--- src/rtl/sub_rs_queue.sv ---
// Reservation-station queue for the Sub unit: a collapsing, age-ordered queue that snoops the CDB and issues the oldest ready op.
// Optional macro RS_WAKEUP_BYPASS_EN lets an entry woken by the current CDB broadcast issue in that same cycle.
module sub_rs_queue #(
    parameter int DEPTH  = 4,
    parameter int TAG_W  = 8,
    parameter int DATA_W = 32
) (
    input  logic                       clk,
    input  logic                       RSTN_N,
    input  logic                       flush,
    input  logic                       disp_valid,
    output logic                       disp_ready,
    input  logic [TAG_W-1:0]           disp_dest,
    input  logic [TAG_W-1:0]           disp_alu1,
    input  logic [DATA_W-1:0]          disp_value1,
    input  logic [TAG_W-1:0]           disp_alu2,
    input  logic [DATA_W-1:0]          disp_value2,
    input  logic                       cdb_valid,
    input  logic [TAG_W-1:0]           cdb_tag,
    input  logic [DATA_W-1:0]          cdb_value,
    output logic                       issue_valid,
    output logic [TAG_W-1:0]           issue_dest,
    output logic [DATA_W-1:0]          issue_value1,
    output logic [DATA_W-1:0]          issue_value2,
    output logic [$clog2(DEPTH+1)-1:0] count
);

    localparam int CNT_W = $clog2(DEPTH + 1);
    localparam int IDX_W = (DEPTH > 1) ? $clog2(DEPTH) : 1;

    typedef struct packed {
        logic [TAG_W-1:0]  dest;
        logic [TAG_W-1:0]  tag1;
        logic [DATA_W-1:0] val1;
        logic [TAG_W-1:0]  tag2;
        logic [DATA_W-1:0] val2;
    } entry_t;

    entry_t             ent_reg  [DEPTH];
    entry_t             ent_cap  [DEPTH];
    entry_t             ent_next [DEPTH];
    logic [DEPTH-1:0]   ready;
    logic [CNT_W-1:0]   count_reg;
    logic [CNT_W-1:0]   wr_idx;
    logic [IDX_W-1:0]   sel_idx;
    logic               issue_any;
    logic               cdb_hit;
    logic               accept;
    entry_t             disp_ent;
    entry_t             iss_ent;

    logic               issue_valid_reg;
    logic [TAG_W-1:0]   issue_dest_reg;
    logic [DATA_W-1:0]  issue_value1_reg;
    logic [DATA_W-1:0]  issue_value2_reg;

    assign cdb_hit    = cdb_valid && (cdb_tag != '0);
    assign disp_ready = (count_reg < CNT_W'(DEPTH));
    assign accept     = disp_valid && disp_ready;
    assign wr_idx     = count_reg - CNT_W'(issue_any);

    // Incoming op picks up a value broadcast in the same cycle it is dispatched.
    always_comb begin
        disp_ent.dest = disp_dest;
        disp_ent.tag1 = disp_alu1;
        disp_ent.val1 = disp_value1;
        disp_ent.tag2 = disp_alu2;
        disp_ent.val2 = disp_value2;
        if (cdb_hit && disp_alu1 == cdb_tag) begin
            disp_ent.tag1 = '0;
            disp_ent.val1 = cdb_value;
        end
        if (cdb_hit && disp_alu2 == cdb_tag) begin
            disp_ent.tag2 = '0;
            disp_ent.val2 = cdb_value;
        end
    end

    function automatic entry_t capture(input entry_t e, input logic hit,
                                       input logic [TAG_W-1:0] tag,
                                       input logic [DATA_W-1:0] value);
        entry_t r;
        r = e;
        if (hit && e.tag1 == tag) begin
            r.tag1 = '0;
            r.val1 = value;
        end
        if (hit && e.tag2 == tag) begin
            r.tag2 = '0;
            r.val2 = value;
        end
        return r;
    endfunction

    genvar gi;
    generate
        for (gi = 0; gi < DEPTH; gi++) begin : g_ent
            entry_t shifted;

            assign ent_cap[gi] = capture(ent_reg[gi], cdb_hit, cdb_tag, cdb_value);

`ifdef RS_WAKEUP_BYPASS_EN
            assign ready[gi] = (CNT_W'(gi) < count_reg) &&
                               (ent_cap[gi].tag1 == '0) && (ent_cap[gi].tag2 == '0);
`else
            assign ready[gi] = (CNT_W'(gi) < count_reg) &&
                               (ent_reg[gi].tag1 == '0) && (ent_reg[gi].tag2 == '0);
`endif

            if (gi < DEPTH - 1) begin : g_mid
                assign shifted = ent_cap[gi+1];
            end else begin : g_last
                assign shifted = ent_cap[gi];
            end

            // Tail write wins over shift: the slot at wr_idx is vacated by the issue.
            assign ent_next[gi] = (accept && wr_idx == CNT_W'(gi)) ? disp_ent :
                                  (issue_any && sel_idx <= IDX_W'(gi)) ? shifted :
                                  ent_cap[gi];
        end
    endgenerate

    // Lowest index wins, so scan from the top down.
    always_comb begin
        issue_any = 1'b0;
        sel_idx   = '0;
        for (int i = DEPTH - 1; i >= 0; i--) begin
            if (ready[i]) begin
                issue_any = 1'b1;
                sel_idx   = IDX_W'(i);
            end
        end
    end

    assign iss_ent = ent_cap[sel_idx];

    always_ff @(posedge clk or negedge RSTN_N) begin
        if (!RSTN_N) begin
            for (int i = 0; i < DEPTH; i++) begin
                ent_reg[i] <= '0;
            end
            count_reg        <= '0;
            issue_valid_reg  <= 1'b0;
            issue_dest_reg   <= '0;
            issue_value1_reg <= '0;
            issue_value2_reg <= '0;
        end else if (flush) begin
            for (int i = 0; i < DEPTH; i++) begin
                ent_reg[i] <= '0;
            end
            count_reg        <= '0;
            issue_valid_reg  <= 1'b0;
            issue_dest_reg   <= '0;
            issue_value1_reg <= '0;
            issue_value2_reg <= '0;
        end else begin
            for (int i = 0; i < DEPTH; i++) begin
                ent_reg[i] <= ent_next[i];
            end
            count_reg       <= count_reg + CNT_W'(accept) - CNT_W'(issue_any);
            issue_valid_reg <= issue_any;
            if (issue_any) begin
                issue_dest_reg   <= iss_ent.dest;
                issue_value1_reg <= iss_ent.val1;
                issue_value2_reg <= iss_ent.val2;
            end else begin
                issue_dest_reg   <= '0;
                issue_value1_reg <= '0;
                issue_value2_reg <= '0;
            end
        end
    end

    assign issue_valid  = issue_valid_reg;
    assign issue_dest   = issue_dest_reg;
    assign issue_value1 = issue_value1_reg;
    assign issue_value2 = issue_value2_reg;
    assign count        = count_reg;

endmodule

--- config.mk ---
export PLATFORM = sky130hd
export DESIGN_NAME = sub_rs_queue
export DESIGN_NICKNAME = d
export VERILOG_FILES = /design/src/rtl/sub_rs_queue.sv
export SDC_FILE = /design/constraint.sdc
export NUM_CORES = 1
export LEC_CHECK = 0
export CORE_UTILIZATION = 35
export CTS_CLUSTER_SIZE = 20
export DETAILED_ROUTE_END_ITERATION = 8
export GPL_ROUTABILITY_DRIVEN = 0
export GPL_TIMING_DRIVEN = 0
export HOLD_SLACK_MARGIN = 0.06
export PLACE_DENSITY_LB_ADDON = 0.05
export SYNTH_ARGS = -nofsm -noshare
export SYNTH_HDL_FRONTEND = slang
export SYNTH_SLANG_ARGS = --single-unit
--- constraint.sdc ---
create_clock -name clk -period 6.35 [get_ports clk]
set_input_delay 1.27 -clock clk [delete_from_list [all_inputs] [get_ports clk]]
set_output_delay 1.27 -clock clk [all_outputs]
set_load 0.1 [all_outputs]
==> results_dict.tcl <==
set metrics [dict create \
    netSwitchingPower_mw 10.3 \
    placed_area_sq_um 29800 \
    rsz0062_at_grt "false" \
    cts.reportedPaths.clkPinSlew_ps 60 \
    hpwlAfterDp_mm 94.8 \
    fp.coreArea_sq_um 74400 \
    max_freq_mhz 165 \
    cp.arrival_ps 6520 \
    maxSlewViolCount 0 \
    final_antenna_net_count 0 \
    cts_setup_buffers 0 \
    vias 27887 \
    nNetsFinal 3234 \
    required_ps 6810 \
    skew_ps 20.9 \
    stdcell_area_sq_um 31600 \
    clk_latency_ps 640 \
    whs_path_depth 2 \
    syn_area_sq_um 26300 \
    min_period_ps 6060 \
    detail_route.wirelength_mm 137 \
    drv_cap 0 \
    reg2reg_setup_slack_ps 290 \
    synth.yosys.warnings 0 \
    antenna_found_initial 6 \
    hold_path_class "reg2reg" \
    ctsRootBufferMaster "clkbuf_16" \
    wl_per_cell_um 33.3 \
    worst_pin_slew_ps 1430 \
    worst_r2r_path_depth 17 \
    num_io_pins 210 \
    grt_pass1_vias 27822 \
    start_util 0.354 \
    grt_max_degree 107 \
    drive_gt1_frac 0.0920 \
    ir_worst_vdd_mv 0.304 \
    relSlewSlack 0.0470 \
    cts_max_level 2 \
    hold_viol 0 \
    dieHeight_um 276 \
    yosysSeqAreaShare 0.406 \
    cts_tree "built" \
    first_iter_violations 4070 \
    synth-seq-cells 428 \
    p_clk_frac 0.162 \
    cts_made_buffers 54 \
    cts_buffer_depth 3 \
    status "complete, but fails checks" \
    area_delta_synth_final_pct 20.0 \
    p_leak_nw 13.0 \
    async_reset_ff_frac 1.00 \
    grt_usage 0.349 \
    die_area_sq_um 76400 \
    ys.flop_type "dfrtp_1" \
    synth_area_leaders "dfrtp_1 (41%), o32ai_1 (4.9%), mux2_2 (4.4%), clkbuf_1 (4.0%), nor2_1 (4.0%)" \
    failed_checks "DRC" \
    critPathLaunchType "flop" \
    largest_reg_flops 320 \
    viasPerCell 6.80 \
    avgSynthCellArea_sq_um 9.35 \
    synth-edff-count 0 \
    grt_pass1_wl_mm 197 \
    overflow 0 \
    pwr-share-comb 0.637 \
    yosysTopAreaCellShare 0.406 \
    power_density_nw_per_um2 619 \
    synth_top_area_cell "dfrtp_1" \
    end_kind "flop" \
    n_fill_cell 7327 \
    die_w_um 276 \
    postCtsHoldBufs 0 \
    firstDrtPassIters 9 \
    critPathKind "reg2reg" \
    timing.rr.end "ent_reg[201]" \
    io_buffer_count 208 \
    yosys.cell_types.count 61 \
    hold_end "ent_cap[344]" \
    switching_share 0.526 \
    finalSetupViolCount 0 \
    r2r_start "count[2]" \
    setup_tns_ps 0 \
    crit_fanout 19 \
    internal_power_mw 9.28 \
    syn_inst 2819 \
    cts_sinks 428 \
    drc 1 \
    min_from "ent_cap[344]" \
    rows 100 \
    syn_nets 2960 \
    power_frac_seq 0.201 \
    min_period_over_period 0.954 \
]
worst max-delay path by stage:
| stage | startpoint | end | slack [ps] | depth (start not counted) |
|---|---|---|---|---|
| floorplan | count[2] | ent_reg[10] | 630 | 18 |
| global placement | RSTN_N | issue_value1[15] | -16530 | 1 |
| detailed placement | count[2] | ent_reg[46] | -1040 | 19 |
| CTS | count[2] | ent_reg[46] | 70 | 19 |
| global route | count[2] | ent_reg[26] | 130 | 18 |
| finish | count[2] | ent_reg[201] | 290 | 17 |
timing repair:
item | CTS | global route
hold endpoints to repair | 0 | 0
cloned | 0 | 0
resized for setup | 12 | 0
endpoints found under the setup margin | 190 | 251
pin swaps | 0 | 0
Yosys cell counts, types with 10 or more instances:
master,n
clkbuf_1,282
a22o_1,16
o22ai_1,128
dfrtp_1,428
buf_2,45
mux2_2,104
mux2i_1,104
a32oi_1,50
o221ai_1,64
xnor2_1,33
nor4_1,25
a311oi_1,24
a2111o_1,33
nor2b_1,49
xor2_1,48
a31oi_1,33
a211oi_1,72
a21oi_1,169
o21ai_0,57
and2_1,34
nor2_1,279
o32ai_2,13
a21o_1,64
nand4_1,10
nand2_1,150
a22oi_1,16
buf_1,23
o32ai_1,147
nand3_1,24
a221oi_1,96
and3_1,90
a32o_1,32
layout by cell type (no fill, tap or decap), types with 34 or more instances in the layout:
cell             instances
a21oi_1                169
dfrtp_1                428
clkbuf_16               55
mux2i_1                104
o22ai_1                128
o21ai_0                 57
and3_1                  90
a221oi_1                96
xor2_1                  48
a21o_1                  64
a32oi_1                 50
nor2_1                 279
o32ai_1                147
o221ai_1                64
mux2_2                 104
nand2_1                149
buf_2                   46
clkbuf_1               287
nor2b_1                 49
a211oi_1                72
and2_1                  34
clkdlybuf4s50_1        207
power groups by stage:
stage               Combinational, mW  Sequential [mW]  Clock, mW
floorplan                        7.21             4.25          0
global placement                 11.7             3.96          0
detailed placement               11.9             3.95          0
CTS                              11.9             3.92       3.20
global route                     12.9             4.00       3.30
finish                           12.5             3.94       3.17
routing by layer:
metal / track usage / part of all wire / vias to the layer above
met5: 0 / 0.000095 / -
met4: 0.191 / 0.061 / 2
met3: 0.0860 / 0.11 / 516
met2: 0.539 / 0.44 / 2123
met1: 0.447 / 0.38 / 13800
li1: - / - / 11446
logic make-up (layout without fill, tap and decap cells):
| kind of cell | Yosys count | in the layout | share of synthesized area |
|---|---|---|---|
| AO/OA/AOI/OAI | 1028 | 1028 | 0.296 |
| XOR/XNOR | 81 | 81 | 0.0269 |
| buffers and inverters | 375 | 685 | 0.0600 |
| other | 0 | 2 | 0 |
| AND/OR/NAND/NOR | 691 | 691 | 0.123 |
| adder cells (fa/ha/maj) | 8 | 8 | 0.00408 |
| flip-flops | 428 | 428 | 0.406 |
| multiplexers | 208 | 208 | 0.0840 |
final cells by class:
class,count,area [sq um],area share
antenna,2,5.00,0.000158
buffer,367,1560,0.0494
clock buffer,79,1570,0.0496
clock inverter,13,169,0.00534
inverter,7,26.3,0.000831
multi-input combinational,2016,14100,0.446
sequential,428,10700,0.339
tap,969,1210,0.0384
timing repair buffer,219,2260,0.0717
through the flow:
stage                     total power, mW  hold WS [ps]  cells   util  worst slack, ps
after floorplan                      11.5           510   2819      -              626
after global placement               15.7           533   3996  0.398           -16530
after detailed placement             15.8           537   4007  0.401            -1040
after CTS                            19.1           550   4099  0.425             71.7
after global routing                 20.2           581   4098  0.424              133
final                                19.6           547   4100  0.425              293
critical path, cell delays in order, from the launching register on:
cell and delay (ps):
dfrtp_1 480, inv_1 160, ha_1 300, inv_1 60
o21ai_0 420, nor3_4 220, buf_2 290, nor3_1 300
clkbuf_2 590, nand2_1 320, ha_1 300, ha_1 270
clkbuf_1 180, nand3b_1 220, nand2b_1 130, buf_1 730
clkbuf_1 660, o32ai_1 240
Note: power is estimated with default switching activity, not from simulation.
